===== src/rtl/exec_pkg.sv =====
// exec_pkg: shared definitions for the execution pipe.
//   - 3-bit ALU opcode encodings (OP_ADD .. OP_MUL)
//   - multiply-sequencer state encoding (IDLE / MUL / WB)
package exec_pkg;

  localparam logic [2:0] OP_ADD = 3'b000;
  localparam logic [2:0] OP_SUB = 3'b001;
  localparam logic [2:0] OP_AND = 3'b010;
  localparam logic [2:0] OP_OR  = 3'b011;
  localparam logic [2:0] OP_XOR = 3'b100;
  localparam logic [2:0] OP_SHL = 3'b101;
  localparam logic [2:0] OP_SHR = 3'b110;
  localparam logic [2:0] OP_MUL = 3'b111;

  typedef enum logic [1:0] {
    StIdle = 2'd0,
    StMul  = 2'd1,
    StWb   = 2'd2
  } exec_state_e;

endpackage


===== src/rtl/exec_mul_iter.sv =====
// exec_mul_iter: iterative shift-add multiplier, one multiplier bit per cycle.
//   clk, rst : clock, synchronous active-high reset (aborts a running multiply)
//   start    : load operands a/b and begin; ignored while not idle by the caller
//   a, b     : WIDTH-bit unsigned operands
//   done     : high during the cycle that processes the last multiplier bit
//   product  : 2*WIDTH-bit result, complete on the edge where done is high
module exec_mul_iter #(
  parameter int unsigned WIDTH = 16
) (
  input  logic               clk,
  input  logic               rst,
  input  logic               start,
  input  logic [WIDTH-1:0]   a,
  input  logic [WIDTH-1:0]   b,
  output logic               done,
  output logic [2*WIDTH-1:0] product
);

  localparam int unsigned CW = $clog2(WIDTH);

  logic [2*WIDTH-1:0] mcand_q;
  logic [2*WIDTH-1:0] acc_q;
  logic [WIDTH-1:0]   mplier_q;
  logic [CW-1:0]      cnt_q;
  logic               run_q;

  always_ff @(posedge clk) begin
    if (rst) begin
      mcand_q  <= '0;
      acc_q    <= '0;
      mplier_q <= '0;
      cnt_q    <= '0;
      run_q    <= 1'b0;
    end else if (start) begin
      mcand_q  <= {{WIDTH{1'b0}}, a};
      mplier_q <= b;
      acc_q    <= '0;
      cnt_q    <= CW'(WIDTH - 1);
      run_q    <= 1'b1;
    end else if (run_q) begin
      if (mplier_q[0]) begin
        acc_q <= acc_q + mcand_q;
      end
      mcand_q  <= mcand_q << 1;
      mplier_q <= mplier_q >> 1;
      cnt_q    <= cnt_q - 1'b1;
      if (cnt_q == '0) begin
        run_q <= 1'b0;
      end
    end
  end

  assign done    = run_q && (cnt_q == '0);
  assign product = acc_q;

endmodule


===== src/rtl/execution_pipe.sv =====
// execution_pipe: WIDTH-bit execute stage with valid/ready handshake.
//   clk, rst              : clock, synchronous active-high reset
//   in_valid / in_ready   : upstream handshake; accept = in_valid && in_ready
//   s0, rd_data, imm      : operand A, register operand B, immediate operand B
//   aluctr, s2ctr         : opcode, B select (0: rd_data, 1: imm)
//   we, rdest_r           : writeback controls passed through to we_r / rdest_rr
//   out_valid / out_ready : downstream handshake on the result slot
//   s2, zero_r, carry_r   : registered result and flags
//   busy                  : multi-cycle multiply in progress
// Build option: define EXEC_MUL_EN for the iterative multiplier on opcode 111;
// otherwise 111 passes operand B through in a single cycle and busy is 0.
module execution_pipe
  import exec_pkg::*;
#(
  parameter int unsigned WIDTH   = 16,
  parameter int unsigned RADDR_W = 4
) (
  input  logic               clk,
  input  logic               rst,
  input  logic               in_valid,
  output logic               in_ready,
  input  logic [WIDTH-1:0]   rd_data,
  input  logic [WIDTH-1:0]   s0,
  input  logic [WIDTH-1:0]   imm,
  input  logic [2:0]         aluctr,
  input  logic               s2ctr,
  input  logic               we,
  input  logic [RADDR_W-1:0] rdest_r,
  output logic               out_valid,
  input  logic               out_ready,
  output logic [WIDTH-1:0]   s2,
  output logic               we_r,
  output logic [RADDR_W-1:0] rdest_rr,
  output logic               zero_r,
  output logic               carry_r,
  output logic               busy
);

  localparam int unsigned SHW = $clog2(WIDTH);

  logic               out_valid_q;
  logic [WIDTH-1:0]   s2_q;
  logic               we_r_q;
  logic [RADDR_W-1:0] rdest_rr_q;
  logic               zero_q;
  logic               carry_q;

  logic [WIDTH-1:0]   opb;
  logic [WIDTH:0]     sum_ext;
  logic [WIDTH:0]     diff_ext;
  logic [WIDTH-1:0]   alu_res;
  logic               alu_carry;
  logic               slot_free;
  logic               release_slot;
  logic               accept;

  assign opb          = s2ctr ? imm : rd_data;
  assign slot_free    = !out_valid_q || out_ready;
  assign release_slot = out_valid_q && out_ready;
  assign accept       = in_valid && in_ready;

  // Extra MSB carries the carry-out (ADD) or borrow (SUB, set when A < B).
  always_comb begin
    sum_ext   = {1'b0, s0} + {1'b0, opb};
    diff_ext  = {1'b0, s0} - {1'b0, opb};
    alu_res   = opb;
    alu_carry = 1'b0;
    case (aluctr)
      OP_ADD: begin
        alu_res   = sum_ext[WIDTH-1:0];
        alu_carry = sum_ext[WIDTH];
      end
      OP_SUB: begin
        alu_res   = diff_ext[WIDTH-1:0];
        alu_carry = diff_ext[WIDTH];
      end
      OP_AND:  alu_res = s0 & opb;
      OP_OR:   alu_res = s0 | opb;
      OP_XOR:  alu_res = s0 ^ opb;
      OP_SHL:  alu_res = s0 << opb[SHW-1:0];
      OP_SHR:  alu_res = s0 >> opb[SHW-1:0];
      default: alu_res = opb;  // OP_MUL pass-through when the multiplier is absent
    endcase
  end

`ifdef EXEC_MUL_EN

  exec_state_e        state_q;
  logic               we_hold_q;
  logic [RADDR_W-1:0] rdest_hold_q;
  logic               mul_start;
  logic               mul_done;
  logic [2*WIDTH-1:0] mul_prod;

  assign mul_start = accept && (aluctr == OP_MUL);
  assign in_ready  = (state_q == StIdle) && slot_free;
  assign busy      = (state_q != StIdle);

  exec_mul_iter #(
    .WIDTH (WIDTH)
  ) u_mul (
    .clk     (clk),
    .rst     (rst),
    .start   (mul_start),
    .a       (s0),
    .b       (opb),
    .done    (mul_done),
    .product (mul_prod)
  );

  always_ff @(posedge clk) begin
    if (rst) begin
      state_q      <= StIdle;
      out_valid_q  <= 1'b0;
      s2_q         <= '0;
      we_r_q       <= 1'b0;
      rdest_rr_q   <= '0;
      zero_q       <= 1'b0;
      carry_q      <= 1'b0;
      we_hold_q    <= 1'b0;
      rdest_hold_q <= '0;
    end else begin
      // Default: a consumed result empties the slot; later loads override this.
      if (release_slot) begin
        out_valid_q <= 1'b0;
        we_r_q      <= 1'b0;
      end
      case (state_q)
        StIdle: begin
          if (accept) begin
            if (aluctr == OP_MUL) begin
              state_q      <= StMul;
              we_hold_q    <= we;
              rdest_hold_q <= rdest_r;
            end else begin
              out_valid_q <= 1'b1;
              s2_q        <= alu_res;
              carry_q     <= alu_carry;
              zero_q      <= (alu_res == '0);
              we_r_q      <= we;
              rdest_rr_q  <= rdest_r;
            end
          end
        end
        StMul: begin
          if (mul_done) begin
            state_q <= StWb;
          end
        end
        StWb: begin
          if (slot_free) begin
            out_valid_q <= 1'b1;
            s2_q        <= mul_prod[WIDTH-1:0];
            carry_q     <= |mul_prod[2*WIDTH-1:WIDTH];
            zero_q      <= (mul_prod[WIDTH-1:0] == '0);
            we_r_q      <= we_hold_q;
            rdest_rr_q  <= rdest_hold_q;
            state_q     <= StIdle;
          end
        end
        default: state_q <= StIdle;
      endcase
    end
  end

`else

  assign in_ready = slot_free;
  assign busy     = 1'b0;

  always_ff @(posedge clk) begin
    if (rst) begin
      out_valid_q <= 1'b0;
      s2_q        <= '0;
      we_r_q      <= 1'b0;
      rdest_rr_q  <= '0;
      zero_q      <= 1'b0;
      carry_q     <= 1'b0;
    end else begin
      if (release_slot) begin
        out_valid_q <= 1'b0;
        we_r_q      <= 1'b0;
      end
      if (accept) begin
        out_valid_q <= 1'b1;
        s2_q        <= alu_res;
        carry_q     <= alu_carry;
        zero_q      <= (alu_res == '0);
        we_r_q      <= we;
        rdest_rr_q  <= rdest_r;
      end
    end
  end

`endif

  assign out_valid = out_valid_q;
  assign s2        = s2_q;
  assign we_r      = we_r_q;
  assign rdest_rr  = rdest_rr_q;
  assign zero_r    = zero_q;
  assign carry_r   = carry_q;

endmodule


===== config.mk =====
export PLATFORM = sky130hd
export DESIGN_NAME = execution_pipe
export DESIGN_NICKNAME = d
export VERILOG_FILES = /design/src/rtl/exec_pkg.sv /design/src/rtl/exec_mul_iter.sv /design/src/rtl/execution_pipe.sv
export SDC_FILE = /design/constraint.sdc
export NUM_CORES = 1
export LEC_CHECK = 0
export ABC_AREA = 1
export CAP_MARGIN = 20
export CORE_MARGIN = 3
export CORE_UTILIZATION = 56
export CTS_CLUSTER_DIAMETER = 60
export DETAILED_ROUTE_END_ITERATION = 8
export PLACE_DENSITY_LB_ADDON = 0.3
export SLEW_MARGIN = 40
export SYNTH_ARGS = -nofsm -noshare
export SYNTH_HDL_FRONTEND = slang
export SYNTH_HIERARCHICAL = 1
export SYNTH_SLANG_ARGS = --single-unit

===== constraint.sdc =====
create_clock -name clk -period 3.7 [get_ports clk]
set_clock_uncertainty 0.1 [all_clocks]
set_input_delay 0.74 -clock clk [delete_from_list [all_inputs] [get_ports clk]]
set_output_delay 0.74 -clock clk [all_outputs]
set_load 0.02 [all_outputs]

==> results.rst <==
.. list-table::
   :header-rows: 1

   * - Metric
     - Value
   * - Outcome
     - completed
   * - Pwr Density
     - 238 nW/um^2
   * - Placed wire-length estimate after detailed placement
     - 18800 um
   * - Count of different cell masters after synthesis
     - 38
   * - Routed WL per cell
     - 17.5 um
   * - Capture point of the critical path
     - zero_r
   * - Number of maximum-capacitance constraint violations
     - 0
   * - Core Area
     - 9330 sq um
   * - Clock sink count
     - 24
   * - Slew Limit Fails
     - 0
   * - Setup TNS
     - 0 ns
   * - GRT overflow
     - 0
   * - Synthesized cell area
     - 5410 sq um
   * - Critical path startpoint
     - rd_data[0]
   * - Number of antenna diodes
     - 0
   * - Tightest slew margin relative to the limit
     - 0.606
   * - Total routing resource utilization after global routing
     - 0.407
   * - Design area
     - 7260 sq um
   * - Worst reg2reg setup slack
     - 1.73 ns
   * - Tot Pwr
     - 1.73 mW
   * - Worst-margin pin slew
     - 0.591 ns
   * - Synthesized netlist net count
     - 1126
   * - Horizontal die dimension
     - 104 um
   * - Clock latency at the later pin of the worst-skew pair
     - 0.28 ns
   * - Endpoint required time on the critical path
     - 3.81 ns
   * - Class of the tightest hold or removal check
     - reg -> reg
   * - Routability cong.
     - 1.06
   * - Critical-path cell list
     - clkdlybuf4s50_1 -> nand2_2 -> nand2_4 -> ha_1 -> inv_1 -> fa_1 -> nor2_1 -> nor2_1 -> buf_4 -> nand2_1 -> nand3_1 -> nand2_1 -> nand3_1 -> nor2_1 -> nand2_1 -> nand2_1 -> nand2_1 -> nor2_1 -> nand2_1 -> nor2_1 -> nand3_1 -> a21oi_1
   * - Most frequent standard cell in the layout excluding fill and tap cells
     - sky130_fd_sc_hd__nand2_1
   * - H-tree depth reported by CTS
     - 1
   * - Leakage Power
     - 3.82 nW
   * - Flop and latch count out of synthesis
     - 24
   * - Post-synthesis instance total
     - 1008
   * - Clock transition time at the flip-flop clock pins of the worst setup and hold paths
     - 0.09 ns
   * - Util after Layout
     - 0.778
   * - Cell family with most CP delay
     - simple AND/OR/NAND/NOR gates
   * - Wire length on met2
     - 9890 um
   * - Critical Path Sink Type
     - flip-flop
   * - Share of the clock period used by the worst path
     - 0.946
   * - DRC violation count after routing
     - 0
   * - Count of pins on the block boundary
     - 87
   * - Commonest non-fill, non-tap cells in the layout
     - sky130_fd_sc_hd__nand2_1, sky130_fd_sc_hd__nand3_1, sky130_fd_sc_hd__inv_1
   * - CP max FO
     - 3
   * - Category of the most critical setup path
     - in -> reg
   * - Worst R2R Path Depth
     - 8
   * - Setup repair after global routing missed its margin
     - no
   * - Via total after detailed routing
     - 7719
   * - Final net count
     - 1301
   * - Number of warnings issued by yosys
     - 6
   * - Number of rows in the core area
     - 35
   * - Fraction of final layout cells with drive strength greater than 1
     - 0.142
   * - First-pass iteration count of the detailed router
     - 6
   * - CTS tree
     - done
   * - Worst vdd rail ir drop
     - 0.181 mV
   * - Final hold viol count
     - 0
   * - R2R Path Start
     - out_valid
   * - Worst slack on hold paths
     - 0.393 ns
   * - Total wirelength of the detailed-routed design
     - 23000 um
   * - Reg-to-reg critical path endpoint
     - zero_r
   * - DR WL met3
     - 2990 um
   * - Buffers & Inverters on Critical Path
     - 3
   * - Sequential share of the synthesized area
     - 0.0889
   * - Most common cell on crit path
     - sky130_fd_sc_hd__nand2_1
   * - Largest net degree at the start of global routing
     - 33
   * - Highest layer used for signal routing
     - met4
   * - Root Buffer
     - sky130_fd_sc_hd__clkbuf_8
   * - Critical path launch point type
     - input port
   * - Antenna viol nets, final
     - 0
   * - Slowest cell delay on critical path
     - 0.51 ns
   * - Via-to-Cell Ratio
     - 5.89
   * - Wire length on met1
     - 8790 um
   * - Number of buffers between clock root and the deepest sink
     - 2
   * - Area of placed instances
     - 7120 sq um
   * - Count of input and output buffers
     - 85
   * - CP max-delay cell
     - sky130_fd_sc_hd__clkdlybuf4s50_1
   * - Violation count after the first detailed-routing iteration
     - 998
   * - Global-route wire length before repair
     - 35600 um
   * - Avg Synthesized Cell Area
     - 5.36 sq um
   * - Vias in the first global route
     - 7040
   * - Signal arrival time at the worst endpoint
     - 3.61 ns
   * - Die height
     - 104 um
   * - Starting density of the core
     - 0.579
   * - Die area
     - 10900 sq um
   * - Antenna violations before repair
     - 0
   * - FILL cells
     - 766
   * - CTS Hold Buffers Added
     - 0
   * - Final-report setup violation count
     - 0
   * - FMAX
     - 286 MHz
   * - Worst path depth
     - 22
   * - Area growth, synth to finish
     - 34.3%
   * - Final critical delay including setup and external delays
     - 3.50 ns
   * - Number of buffers created by CTS
     - 3
## report_power, final
group / internal, mW / total, mW / switching, mW
Clock: 0.145 / 0.237 / 0.0916
Combinational: 0.497 / 1.20 / 0.704
Sequential: 0.281 / 0.293 / 0.0117
## state kept, by name, indices dropped and copies added (netlist names)
signal     flops
s2            16
rdest_rr       4
carry_r        1
out_valid      1
we_r           1
zero_r         1
## through the flow
| step | cells | setup WS, ns |
|---|---|---|
| 2_1_floorplan | 1008 | 0.556 |
| 3_3_place_gp | 1305 | -0.400 |
| 3_5_place_dp | 1305 | -0.341 |
| 4_1_cts | 1309 | 0.000654 |
| 5_1_grt | 1311 | 0.00589 |
| 6_report | 1311 | 0.200 |
## worst min-delay path, stage by stage (launching register included)
cell and delay (ns):
sky130_fd_sc_hd__dfxtp_1 0.32, sky130_fd_sc_hd__nor2_1 0.09, sky130_fd_sc_hd__nor2_1 0.05
## routing by layer
metal | GRT usage | vias to the layer above
li1 | - | 3633
met5 | 0 | -
met2 | 0.626 | 531
met4 | 0.203 | 0
met1 | 0.527 | 3436
met3 | 0.102 | 119
## cell usage after synthesis
cell,count,area share
sky130_fd_sc_hd__or2_2,13,0.015
sky130_fd_sc_hd__conb_1,1,0.00069
sky130_fd_sc_hd__clkbuf_2,1,0.00093
sky130_fd_sc_hd__inv_4,1,0.0012
sky130_fd_sc_hd__nand3b_1,4,0.0056
sky130_fd_sc_hd__nand2_2,3,0.0035
sky130_fd_sc_hd__o31ai_1,1,0.0014
sky130_fd_sc_hd__nor2_1,107,0.074
sky130_fd_sc_hd__fa_1,2,0.0074
sky130_fd_sc_hd__o221ai_1,1,0.0016
sky130_fd_sc_hd__a21oi_1,40,0.037
sky130_fd_sc_hd__o21ai_4,2,0.0060
sky130_fd_sc_hd__and2_1,1,0.0012
sky130_fd_sc_hd__o211ai_1,10,0.014
sky130_fd_sc_hd__ha_1,55,0.13
sky130_fd_sc_hd__nor2_2,1,0.0012
sky130_fd_sc_hd__clkinv_1,2,0.0014
sky130_fd_sc_hd__nor2_4,1,0.0021
sky130_fd_sc_hd__nand2_1,261,0.18
sky130_fd_sc_hd__nand4_1,12,0.014
sky130_fd_sc_hd__buf_4,5,0.0069
sky130_fd_sc_hd__nand2_4,2,0.0042
sky130_fd_sc_hd__o21ai_1,3,0.0028
sky130_fd_sc_hd__buf_2,17,0.016
sky130_fd_sc_hd__inv_1,129,0.090
sky130_fd_sc_hd__nand3_1,218,0.20
sky130_fd_sc_hd__clkbuf_1,12,0.0083
sky130_fd_sc_hd__nor3_1,8,0.0074
sky130_fd_sc_hd__o21ai_0,46,0.043
sky130_fd_sc_hd__dfxtp_1,24,0.089
sky130_fd_sc_hd__a31oi_1,1,0.0012
sky130_fd_sc_hd__buf_6,5,0.010
sky130_fd_sc_hd__and3_1,1,0.0012
sky130_fd_sc_hd__nand3_2,1,0.0019
sky130_fd_sc_hd__o22ai_1,2,0.0023
sky130_fd_sc_hd__a211oi_1,6,0.0083
sky130_fd_sc_hd__o21bai_1,5,0.0069
sky130_fd_sc_hd__inv_2,4,0.0028
## repair_timing
item | 4_1_cts | 5_1_grt
setup buffers | 0 | 2
pin swaps | 1 | 3
endpoints found under the setup margin | 1 | 13
resized for setup | 3 | 17
## how the worst min path moves through the flow
stage / from / end / slack, ns / depth (start not counted)
6_report: rdest_rr[0] / rdest_rr[0] / 0.39 / 2
5_1_grt: s2[3] / s2[3] / 0.44 / 2
4_1_cts: rdest_rr[0] / rdest_rr[0] / 0.39 / 2
3_5_place_dp: zero_r / zero_r / 0.37 / 2
3_3_place_gp: rdest_rr[1] / rdest_rr[1] / 0.36 / 2
2_1_floorplan: zero_r / zero_r / 0.44 / 2
## layout make-up
class                      count  area, sq um  area share
sequential                    24          480      0.0662
multi-input combinational    808         4210       0.580
inverter                     136          513      0.0707
clock buffer                   3         41.3     0.00569
tap                          129          161      0.0222
timing repair buffer         210         1820       0.251
clock inverter                 1         30.0     0.00414
## cells by family after synthesis
logic type                 count (synthesis)  synth area share
and+or+nand+nor                          633             0.514
buffers and inverters                    176             0.137
AOI/OAI and AO/OA                        117             0.124
adders and majority gates                 57             0.135
DFF                                       24            0.0889
other                                      1          0.000694
Note: power is estimated with default switching activity, not from simulation.
